**config.mk**
```make
export PLATFORM = sky130hd
export DESIGN_NAME = mem_port_arbiter
export DESIGN_NICKNAME = d
export VERILOG_FILES = /design/src/rtl/mem_pkg.sv /design/src/rtl/rr_arb2.sv /design/src/rtl/mem_port_arbiter.sv
export SDC_FILE = /design/constraint.sdc
export NUM_CORES = 1
export LEC_CHECK = 0
export ABC_AREA = 1
export BUFFER_PORTS_ARGS = -buffer_cell sky130_fd_sc_hd__buf_2
export CELL_PAD_IN_SITES_DETAIL_PLACEMENT = 0
export CELL_PAD_IN_SITES_GLOBAL_PLACEMENT = 1
export CORE_MARGIN = 3
export CORE_UTILIZATION = 37
export CTS_BUF_LIST = sky130_fd_sc_hd__clkbuf_2
export DETAILED_ROUTE_END_ITERATION = 16
export GPL_TIMING_DRIVEN = 0
export PLACE_DENSITY_LB_ADDON = 0.08
export SLEW_MARGIN = 15
export SYNTH_ARGS = -nofsm -noshare
export SYNTH_HDL_FRONTEND = slang
export SYNTH_SLANG_ARGS = --single-unit
```
**constraint.sdc**
```tcl
create_clock -name clka -period 3.4 [get_ports clka]
set_input_delay 0.51 -clock clka [delete_from_list [all_inputs] [get_ports clka]]
set_output_delay 0.51 -clock clka [all_outputs]
set_load 0.02 [all_outputs]
```
**src/rtl/mem_pkg.sv**
```systemverilog
// Shared constants and types for the two-port memory arbiter.
// Read tags travel alongside RAM reads so returns can be steered to the right port.
package mem_pkg;

    localparam int WORD_SIZE = 16;
    localparam int ADDR_SIZE = 8;
    localparam int MEM_DEPTH = 1 << ADDR_SIZE;

    typedef enum logic {
        PORT0 = 1'b0,
        PORT1 = 1'b1
    } port_id_e;

    typedef struct packed {
        logic     valid;
        port_id_e port;
    } rd_tag_t;

endpackage

```
**src/rtl/rr_arb2.sv**
```systemverilog
// Two-way round-robin arbiter. The pointer names the favoured port when both request
// and flips to the other port after every grant.
module rr_arb2 import mem_pkg::*; (
    input  logic clka,
    input  logic rst,
    input  logic req0,
    input  logic req1,
    output logic gnt0,
    output logic gnt1,
    output logic ptr
);

    port_id_e ptr_q;
    port_id_e ptr_d;

    always_ff @(posedge clka or negedge rst) begin
        if (!rst) begin
            ptr_q <= PORT0;
        end else begin
            ptr_q <= ptr_d;
        end
    end

    // Grants are suppressed while reset is held so nothing is accepted into a clearing pipeline.
    always_comb begin
        gnt0  = 1'b0;
        gnt1  = 1'b0;
        ptr_d = ptr_q;
        if (rst) begin
            if (req0 && (!req1 || ptr_q == PORT0)) begin
                gnt0 = 1'b1;
            end else if (req1) begin
                gnt1 = 1'b1;
            end
        end
        if (gnt0) begin
            ptr_d = PORT1;
        end else if (gnt1) begin
            ptr_d = PORT0;
        end
    end

    assign ptr = ptr_q;

endmodule

```
**src/rtl/mem_port_arbiter.sv**
```systemverilog
// Shares one single-port synchronous RAM between a write-fill port (0) and a read-out port (1),
// registering the granted access onto the RAM and steering read data back with a per-port strobe.
module mem_port_arbiter import mem_pkg::*; #(
    parameter int WORD_SIZE   = mem_pkg::WORD_SIZE,
    parameter int ADDR_SIZE   = mem_pkg::ADDR_SIZE,
    parameter int MEM_LATENCY = 1
) (
    input  logic                 clka,
    input  logic                 rst,
    input  logic                 req0,
    input  logic                 we0,
    input  logic [ADDR_SIZE-1:0] addr0,
    input  logic [WORD_SIZE-1:0] din0,
    output logic                 gnt0,
    output logic                 rvalid0,
    output logic [WORD_SIZE-1:0] rdata0,
    input  logic                 req1,
    input  logic                 we1,
    input  logic [ADDR_SIZE-1:0] addr1,
    input  logic [WORD_SIZE-1:0] din1,
    output logic                 gnt1,
    output logic                 rvalid1,
    output logic [WORD_SIZE-1:0] rdata1,
    output logic                 mem_en,
    output logic                 mem_we,
    output logic [ADDR_SIZE-1:0] mem_addr,
    output logic [WORD_SIZE-1:0] mem_din,
    input  logic [WORD_SIZE-1:0] mem_dout,
    output logic                 arb_ptr
);

    // Handshake: a requester raises reqX with weX/addrX/dinX stable and holds them until it
    // sees gntX; the access is accepted in the cycle where reqX && gntX, and dropping reqX
    // before a grant simply withdraws the request.

    logic                 acc;
    port_id_e             sel;
    logic                 sel_we;
    logic [ADDR_SIZE-1:0] sel_addr;
    logic [WORD_SIZE-1:0] sel_din;

    rr_arb2 u_arb (
        .clka (clka),
        .rst  (rst),
        .req0 (req0),
        .req1 (req1),
        .gnt0 (gnt0),
        .gnt1 (gnt1),
        .ptr  (arb_ptr)
    );

    assign acc      = gnt0 | gnt1;
    assign sel      = gnt1 ? PORT1 : PORT0;
    assign sel_we   = gnt1 ? we1   : we0;
    assign sel_addr = gnt1 ? addr1 : addr0;
    assign sel_din  = gnt1 ? din1  : din0;

    always_ff @(posedge clka or negedge rst) begin
        if (!rst) begin
            mem_en   <= 1'b0;
            mem_we   <= 1'b0;
            mem_addr <= '0;
            mem_din  <= '0;
        end else begin
            mem_en <= acc;
            mem_we <= acc & sel_we;
            if (acc) begin
                mem_addr <= sel_addr;
                mem_din  <= sel_din;
            end
        end
    end

    // Stage k is live in the cycle k after mem_en, so the last stage lines up with douta.
    rd_tag_t [MEM_LATENCY:0] tag_q;
    rd_tag_t                 ret;

    always_ff @(posedge clka or negedge rst) begin
        if (!rst) begin
            tag_q <= '0;
        end else begin
            tag_q[0] <= '{valid: acc & ~sel_we, port: sel};
            for (int i = 1; i <= MEM_LATENCY; i++) begin
                tag_q[i] <= tag_q[i-1];
            end
        end
    end

    assign ret     = tag_q[MEM_LATENCY];
    assign rvalid0 = ret.valid && (ret.port == PORT0);
    assign rvalid1 = ret.valid && (ret.port == PORT1);

    // Returned data passes straight through on the strobe cycle and is held in a register afterwards.
    logic [WORD_SIZE-1:0] rdata0_q;
    logic [WORD_SIZE-1:0] rdata1_q;

    always_ff @(posedge clka or negedge rst) begin
        if (!rst) begin
            rdata0_q <= '0;
            rdata1_q <= '0;
        end else begin
            if (rvalid0) begin
                rdata0_q <= mem_dout;
            end
            if (rvalid1) begin
                rdata1_q <= mem_dout;
            end
        end
    end

    assign rdata0 = rvalid0 ? mem_dout : rdata0_q;
    assign rdata1 = rvalid1 ? mem_dout : rdata1_q;

endmodule

```
Yosys cells after proc, flatten, opt, wreduce, memory -nomap -nowiden

Index checks and enable logic that the tools add are counted.
Widths: inputs -> output; s select.

Word-level logic and storage cells: 36
Output and inout bits: 63
Bits in registers: 63

Bitwise gates (word level): 6
Reduce and logical (&&, ||, !) cells: 6
Muxes and demuxes: 13

Operators by type and width:

| cell              | count |
|---|---|
| $mux 16           | 3 |
| $mux 1            | 9 |
| $mux 8            | 1 |
| $logic_and 1x1->1 | 3 |
| $not 1->1         | 3 |
| $and 1x1->1       | 2 |
| $reduce_bool 2->1 | 1 |
| $logic_not 1->1   | 1 |
| $logic_or 1x1->1  | 1 |
| $or 1x1->1        | 1 |

Depth between registers and ports, before layout

Gate-level depths: netlist (run 1).

Word-level depth: 8
Depth in mapped cells: 7
Depth with buffers taken out: 6

Cells and area by module

A second synthesis (run 1) with hierarchy kept.

Cells, all modules: 290
Area total of the unflattened synthesis: 2,557.5 um^2

By module, submodules not included:

| module           | seq. area each (um^2) | cells an instance | area an instance (um^2) | instances |
|---|---|---|---|---|
| mem_port_arbiter | 1,551.5               | 282               | 2,503.7                 | 1 |
| rr_arb2          | 25.0                  | 8                 | 53.8                    | 1 |

Worst setup path before layout (run 1)

No wires, ideal clock.

Kind: register to output
Start: register tag_q (netlist bit ret[1])
End: output port rdata1[0]
Setup slack: 1.740 ns
Cell stages (with the launch flop): 4
Buffers on the path: 1
Arrival: 1.150 ns
Cell sequence: dfrtp_1 > nand2_1 > clkbuf_1 > o21ai_0

Longest elaborated chain between the ends: 2

Ends and longest elaborated chain:

| item                             | RTL line                | RTL |
|---|---|---|
| start: declaration               | mem_port_arbiter.sv:75  | `rd_tag_t [MEM_LATENCY:0] tag_q;` |
| start signal: indexed assignment | mem_port_arbiter.sv:84  | `tag_q[i] <= tag_q[i-1];` |
| $logic_and 1x1->1                | mem_port_arbiter.sv:91  | `assign rvalid1 = ret.valid && (ret.port == PORT1);` |
| $mux 16                          | mem_port_arbiter.sv:112 | `assign rdata1 = rvalid1 ? mem_dout : rdata1_q;` |
| end: declaration                 | mem_port_arbiter.sv:23  | `output logic [WORD_SIZE-1:0] rdata1,` |

No other way between the ends.

Worst setup path after layout (run 1)

Start: input port rst
End: output port gnt1

Longest elaborated chain between the ends: 1

Ends and longest elaborated chain:

| item               | RTL line               | RTL |
|---|---|---|
| start: declaration | mem_port_arbiter.sv:9  | `input logic rst,` |
| $mux 1             | rr_arb2.sv:29          | `if (rst) begin` |
| end: declaration   | mem_port_arbiter.sv:21 | `output logic gnt1,` |

No other way between the ends.

==> results.md, run 1 <==
- The largest net degree at the start of global routing is 46.
- The sequential element share of the synthesized area is 0.536.
- The worst hold path was traced through 3 stages.
- The clock tree from TritonCTS is built.
- The first global-routing pass estimated 12.1 mm of wire.
- The worst hold path terminates at rdata0_q[5].
- The launch point of the worst reg-to-reg path is ret[1].
- In the final design database the tool counted 565 nets.
- For the pin with the worst max-slew slack, the measured transition is 553 ps.
- The post-CTS setup buffer count is 0.
- The buffering stage count on the worst path with inverters included is 6.
- The effective utilization at floorplan is 0.393.
- The worst setup path is of the in -> out kind.
- The vertical die dimension is 95.2 um.
- The fill cell total of the finished layout is 765.
- The TritonCTS buffer count is 9.
- The floorplan step defined a die boundary enclosing 9060 sq um.
- The power consumption is 2.16 mW.
- For this run the aggregate overflow at the end of global routing stands at 0.
- The number of instances in the synthesized netlist is 350.
- Leaving out fill and tap cells, the most frequent cell in the layout is sky130_fd_sc_hd__buf_2.
- The share of the synthesized area in the top cell type is 0.536.
- The post-detailed-routing wire length is 7.47 mm.
- The final-report hold violation count came to 0.
- For the final routed database, the setup TNS stands at 0 ps.
- The total routing usage reported by global routing is 0.173.
- Clock latency on the worst-skew pair, taken at its later pin, is 470 ps.
- The final hold slack is 269 ps.
- Walking the worst path, the cells encountered are dlygate4sd3_1 -> buf_4 -> nand2_2 -> inv_4 -> nand2_4 -> buf_6 -> inv_1 -> buf_2.
- From synthesis to final layout, the design area changed by 32.1%.
- The starting DRC count in detailed routing is 79.
- After synthesis, the mean cell area works out to 8.40 sq um.
- Setup repair after global routing left no endpoint under its margin.
- The largest fanout on the critical path is 21.
- After synthesis the cells add up to 2940 sq um.
- After clock tree synthesis, the clock-pin slew on the worst setup and hold paths is 200 ps.
- The depth of the CTS H-tree is 3.
- The count of inserted antenna diode cells is 0.
- The worst path required time is 2890 ps.
- Leaving out fill and tap cells, the most frequent cells in the layout are sky130_fd_sc_hd__buf_2 (134), sky130_fd_sc_hd__nand2_1 (109), sky130_fd_sc_hd__inv_1 (69).
- Before antenna repair, the detailed router went through 4 iterations.
- Dividing the detail-routed wire length by the instance count gives 12.5 um.
- Dividing the detail-routed via count by the number of cells gives 4.35.
- Of the cells placed in the final design, the portion with a size suffix greater than 1 is 0.376.
- The number of hold buffers added after CTS was 1.
- From left edge to right edge, the die measures 95.2 um.
- In this run, synthesis produced a sequential element count of 63.
- Max-cap violations in this run came to 0.
- The number of port buffers is 132.
- The detailed-route via count is 2607.
- The highest clock frequency the design can meet is 0.375 GHz.
- The worst reg-to-reg setup slack is 2020 ps.
- The depth of the worst register-to-register path is 4.
- The root buffer cell chosen for the clock tree is sky130_fd_sc_hd__clkbuf_2.
- The maximum root-to-sink buffer count is 2.
- Yosys printed 0 warnings.
- The detail route stage leaves a number of antenna-violating nets equal to 0.
- The HPWL after detailed placement is 5.47 mm.
- The remaining routing DRC violations is 0.
- Setup violations remaining at the end of the flow were counted as 0.
- The initial antenna violation count is 0.
- The congestion estimate from routability-driven global placement came to 0.775.
- The worst path in the final design needs a cycle of 2670 ps, including I/O delays and setup.
- Headroom to the max-slew limit came out at 0.631.
- The peak ir drop on the vdd network is 0.221 mV.
- The static leakage power is 2.37 nW.
- The gate family responsible for the most delay along the worst path is buffers and inverters.
- On the critical path, the stage with the largest delay is an instance of sky130_fd_sc_hd__dlygate4sd3_1.
- The worst hold path begins at mem_dout[5].
- In this run, distinct cell masters in the synthesized netlist total 18.
- The arrival time of the worst setup path is 2160 ps.
- For this design the top-level I/O count stands at 133.
- The via count of the first global-routing pass is 2613.
- The path category of the worst min-delay check is in -> reg.
- Dividing the final minimum period by the clock period gives 0.784.
- The max-slew violation count is 0.
- After floorplanning, the core was divided into 31 placement rows.
- The delay of the slowest cell on the worst path is 530 ps.
- STA classifies the critical path startpoint as an input pin.
- Yosys attributes the largest share of cell area to sky130_fd_sc_hd__dfrtp_1 (54%), sky130_fd_sc_hd__nand2_1 (14%), sky130_fd_sc_hd__inv_1 (8.8%), sky130_fd_sc_hd__nand3_1 (8.3%), sky130_fd_sc_hd__o21ai_2 (4.8%).
- The area of the core region is 7490 sq um.
- The count of clock tree sinks is 63.
- The power density over cell area is 556 nW/um^2.
- The run finished with clean final reports.
- The endpoint identified for the worst register-to-register timing path is rdata1_q[6].
- The number of cells upsized or downsized after cts is 0.
- The number of nets in the synthesized netlist is 420.
- The maximum clock skew at final layout is 18.8 ps.
- The cell type with the largest total area after synthesis is sky130_fd_sc_hd__dfrtp_1.
- STA classifies the critical path endpoint as an output port.
worst min-delay path: cells and delay by family:
family	cells	cell delay (ps)
buffers and inverters	2	160
AOI/OAI and AO/OA	1	60
registers in the layout, summed over array words and instances, names as in the netlist:
register	flops
rdata1_q	16
tag_q	2
u_arb.ptr	1
mem_addr	8
mem_din	16
mem_we	1
mem_en	1
rdata0_q	16
ret	2
cell usage after synthesis:
master	instances
sky130_fd_sc_hd__buf_2	3
sky130_fd_sc_hd__inv_4	1
sky130_fd_sc_hd__o21ai_2	16
sky130_fd_sc_hd__buf_6	8
sky130_fd_sc_hd__nand2_2	2
sky130_fd_sc_hd__nand2_4	3
sky130_fd_sc_hd__nor2_2	1
sky130_fd_sc_hd__dfrtp_1	63
sky130_fd_sc_hd__buf_4	3
sky130_fd_sc_hd__nand3_2	1
sky130_fd_sc_hd__or2_1	1
sky130_fd_sc_hd__inv_1	69
sky130_fd_sc_hd__inv_6	1
sky130_fd_sc_hd__a21oi_2	1
sky130_fd_sc_hd__nand2_1	109
sky130_fd_sc_hd__o21ai_0	16
sky130_fd_sc_hd__nand3_1	49
sky130_fd_sc_hd__clkbuf_1	3
metal layers:
metal	global-route usage	share of wire	up-vias
met1	0.239	0.48	1172
met2	0.261	0.45	77
met4	0.0721	0.012	0
li1	-	-	1351
met5	0	0	-
met3	0.0410	0.065	7
where the power goes:
part           internal (mW)  switching [mW]
registers              0.905          0.0555
clock network          0.169           0.289
logic                  0.256           0.484
metrics by stage:
step / utilization / std cells / instance area (sq um) / setup WS (ps)
floorplan: - / 350 / 2940 / 1740
global placement: 0.498 / 581 / 3730 / 238
detailed placement: 0.502 / 582 / 3760 / 1260
CTS: 0.519 / 599 / 3880 / 700
global route: 0.519 / 599 / 3880 / 578
finish: 0.519 / 599 / 3880 / 733
cells by family (layout without fill, tap and decap cells):
kind of cell           after synthesis  in the layout  synth area share
flip-flops                          63             63             0.536
AO/OA/AOI/OAI                       33             33            0.0778
buffers and inverters               88            238             0.140
AND/OR/NAND/NOR                    166            166             0.246
worst max-delay path by stage:
stage / from / to / slack, ps / cells after the start
3_5_place_dp: rst / gnt1 / 1260 / 7
6_report: rst / gnt1 / 730 / 8
5_1_grt: rst / gnt1 / 580 / 8
3_3_place_gp: rst / gnt1 / 240 / 7
4_1_cts: rst / gnt1 / 700 / 8
2_1_floorplan: ret[1] / rdata1[0] / 1740 / 3
area by class of cell:
| class | instances | area, sq um | share of cell area |
|---|---|---|---|
| clock buffer | 9 | 45.0 | 0.0116 |
| buffer | 17 | 139 | 0.0357 |
| multi-input combinational | 199 | 952 | 0.245 |
| clock inverter | 7 | 73.8 | 0.0190 |
| tap | 99 | 124 | 0.0319 |
| inverter | 71 | 274 | 0.0705 |
| timing repair buffer | 134 | 701 | 0.180 |
| sequential | 63 | 1580 | 0.406 |
(Power assumes the default switching activity.)
==> inputs of run 2 (changes only) <==
--- a/config.mk
+++ b/config.mk
@@ -10,7 +10,7 @@
 export CELL_PAD_IN_SITES_DETAIL_PLACEMENT = 0
 export CELL_PAD_IN_SITES_GLOBAL_PLACEMENT = 1
 export CORE_MARGIN = 3
-export CORE_UTILIZATION = 37
+export CORE_UTILIZATION = 31
 export CTS_BUF_LIST = sky130_fd_sc_hd__clkbuf_2
 export DETAILED_ROUTE_END_ITERATION = 16
 export GPL_TIMING_DRIVEN = 0
==> constraint.sdc (replaced) <==
create_clock -name clka -period 2.45 [get_ports clka]
set_input_delay 0.3675 -clock clka [delete_from_list [all_inputs] [get_ports clka]]
set_output_delay 0.3675 -clock clka [all_outputs]
set_load 0.02 [all_outputs]
==> run 2 against run 1 <==
Compared with the run above:
- critical path depth stayed put
- register-to-register slack worse by 860 ps
- combinational power is 39% higher
- final cell count is 4.7% higher
- hold slack worse by 130 ps
- first-iteration DRC count is 11% higher
- critical path type unchanged
- non-clock buffer count is 1 higher
- via count is 0.12% higher
- critical endpoint unchanged
==> results.md, run 2 (synthesized netlist as in run 1, its figures left out) <==
- The run finished with clean final reports.
- The via count of the first global-routing pass is 2533 (-3.1%).
- The highest clock frequency the design can meet is 0.455 GHz.
- The global-route wire length before repair is 12.2 mm (+1.1%).
- The final-report hold violation count is 0 (unchanged).
- The power density over cell area is 757 nW/um^2 (+36%).
- The vertical die dimension is 103 um (+8.7%).
- The later-pin clock latency in the skew report is 470 ps (about the same).
- The finished layout cell area was 3920 sq um (+1.0%).
- The final cell count without fillers came to 627 (+4.7%).
- The count of standard-cell rows is 34 (+9.7%).
- The largest fanout on the critical path came to 10 (-52%).
- The total routing usage reported by global routing is 0.148 (-0.0248).
- The initial antenna violation count came to 0 (unchanged).
- The worst path required time is 2080 ps (-810 ps).
- The static leakage power is 2.39 nW (+0.61%).
- The count of inserted antenna diode cells is 0 (unchanged).
- The most congested layer reported by global routing is met2.
- The critical path starts at rst.
- The placed standard-cell area is 3780 sq um (+0.70%).
- The final global-route overflow total is 0 (unchanged).
- In this run the worst setup path terminates at gnt1.
- The remaining routing DRC violations is 0 (unchanged).
- The depth of the CTS H-tree was 3 (unchanged).
- The type of destination of the critical path is an output port.
- The number of nets with antenna violations after routing was 0 (unchanged).
- The first-pass iteration count of the detailed router is 4 (unchanged).
- The routing usage on met2 is 0.235 (-0.0259).
- The global-route track usage on met1 was 0.195 (-0.0436).
- The worst reg-to-reg setup slack is 1160 ps (-860 ps).
- The count of clock tree sinks came to 63 (unchanged).
- The largest registers in the layout are mem_din (16), rdata0_q (16), rdata1_q (16).
- The depth of the worst register-to-register path is 3 (-1).
- The fraction of met3 tracks used by global routing is 0.0516 (+0.0106).
- The arrival time of the worst setup path is 1830 ps (-330 ps).
- Compared with the post-synthesis result, the final layout area differs by 33.4%.
- The critical path class is in -> out.
- The launch point of the worst reg-to-reg path is ret[0].
- The setup violation total in the final timing report is 0 (unchanged).
- The utilization after layout is 0.437 (-0.0818).
- The clock tree from TritonCTS is built.
- The vias per cell is 4.16 (-4.4%).
- The top-level port count is 133 (unchanged).
- The total placed cells including tap cells is 609 (+4.6%).
- The maximum clock skew at final layout is 27.5 ps (+8.75 ps).
- The routed length per instance is 12.3 um (-1.0%).
- The clock transition at the registers of the reported paths is 190 ps (about the same).
- The post-CTS setup buffer count is 0 (unchanged).
- The max-capacitance violation count is 0 (unchanged).
- The power consumption came to 2.97 mW (+38%).
- In the layout the commonest cells are sky130_fd_sc_hd__buf_2 (134), sky130_fd_sc_hd__nand2_1 (109), sky130_fd_sc_hd__inv_1 (69).
- The global placement routability congestion is 0.759 (-2.1%).
- The post-detailed-routing wire length is 7.74 mm (+3.6%).
- The largest net degree at the start of global routing is 41 (-11%).
- The TritonCTS buffer count came to 9 (unchanged).
- The detailed-route via count is 2610 (+0.12%).
- The worst-case headroom to the max-slew limit is 0.716 (+0.0849).
- The effective utilization at floorplan is 0.328 (-0.0652).
- The pin slew with the least headroom to its limit is 426 ps (-127 ps).
- Dividing the final minimum period by the clock period gives 0.897.
- The final net count was 566 (+0.18%).
- The max-slew violation count is 0 (unchanged).
- The share of cells above drive strength 1 came to 0.381 (+0.00524).
- The area of the core region came to 8980 sq um (+20%).
- The final critical delay including setup and external delays is 2200 ps.
- The library cell used most frequently in the layout, excluding fill and tap cells, is sky130_fd_sc_hd__buf_2.
- The clock tree root buffer cell is sky130_fd_sc_hd__clkbuf_2.
- The number of port buffers is 132 (unchanged).
- In this run the critical register-to-register path is captured at rdata1_q[6].
- The kind of launch point of the worst setup path is an input pin.
- Setup repair after global routing left no endpoint under its margin.
- The die area was 10700 sq um (+18%).
- The peak ir drop on the vdd network came to 0.230 mV (+4.0%).
- The maximum root-to-sink buffer count came to 2 (unchanged).
- The horizontal die dimension is 103 um (+8.7%).
- The HPWL after detailed placement came to 5.74 mm (+4.9%).
- The path class of the tightest hold or removal check is in -> reg.
- The starting DRC count in detailed routing came to 88 (+11%).
==> run 2: critical path: stages <==
cell                            delay (ps)
sky130_fd_sc_hd__dlygate4sd3_1         520
sky130_fd_sc_hd__buf_4                 180
sky130_fd_sc_hd__nand2_2               120
sky130_fd_sc_hd__inv_4                 120
sky130_fd_sc_hd__nand2_4               100
sky130_fd_sc_hd__buf_6                 160
sky130_fd_sc_hd__inv_1                  80
sky130_fd_sc_hd__buf_2                 170
==> run 2: worst min-delay path by stage <==
stage / cells past startpoint / end / from / slack [ps]
final: 3 / rdata0_q[5] / mem_dout[5] / 140
after global routing: 3 / rdata0_q[5] / mem_dout[5] / 70
after CTS: 3 / rdata0_q[5] / mem_dout[5] / 90
after detailed placement: 1 / mem_din[4] / rst / 310
after global placement: 0 / ret[0] / tag_q[0] / 340
after floorplan: 0 / mem_addr[0] / rst / 70
==> run 2: repair_timing <==
item / in CTS / in global routing
setup endpoints to repair: 0 / 16
hold endpoints to repair: 23 / 0
gates resized for setup: 0 / 4
hold buffers: 2 / 0
==> run 2: layout make-up <==
class | count | area (sq um)
plain buffers | 17 | 141
clock buffers | 9 | 45.0
repair buffers | 135 | 713
clock inverters | 7 | 63.8
well taps | 126 | 158
fillers | 969 | 5050
inverters | 71 | 274
flip-flops and latches | 63 | 1580
multi-input cells | 199 | 952
==> run 2: layer usage <==
metal,up-vias,wire length [um]
met2,88,3580
met4,0,55
met5,-,0
met3,4,574
li1,1358,-
met1,1160,3530
==> run 2: report_power, final <==
part | switching [mW] | internal, mW | leakage [nW]
combinational | 0.675 | 0.358 | 1.56
clock | 0.380 | 0.227 | 0.0651
sequential | 0.0759 | 1.26 | 0.768
==> run 2: metrics by stage <==
stage | setup TNS (ps) | setup WS (ps) | hold WS (ps)
final | 0 | 251 | 140
after global placement | -3090 | -466 | 337
after detailed placement | 0 | 528 | 306
after global routing | 0 | 23.4 | 67.1
after floorplan | 0 | 932 | 71.9
after CTS | 0 | 46.3 | 88.2
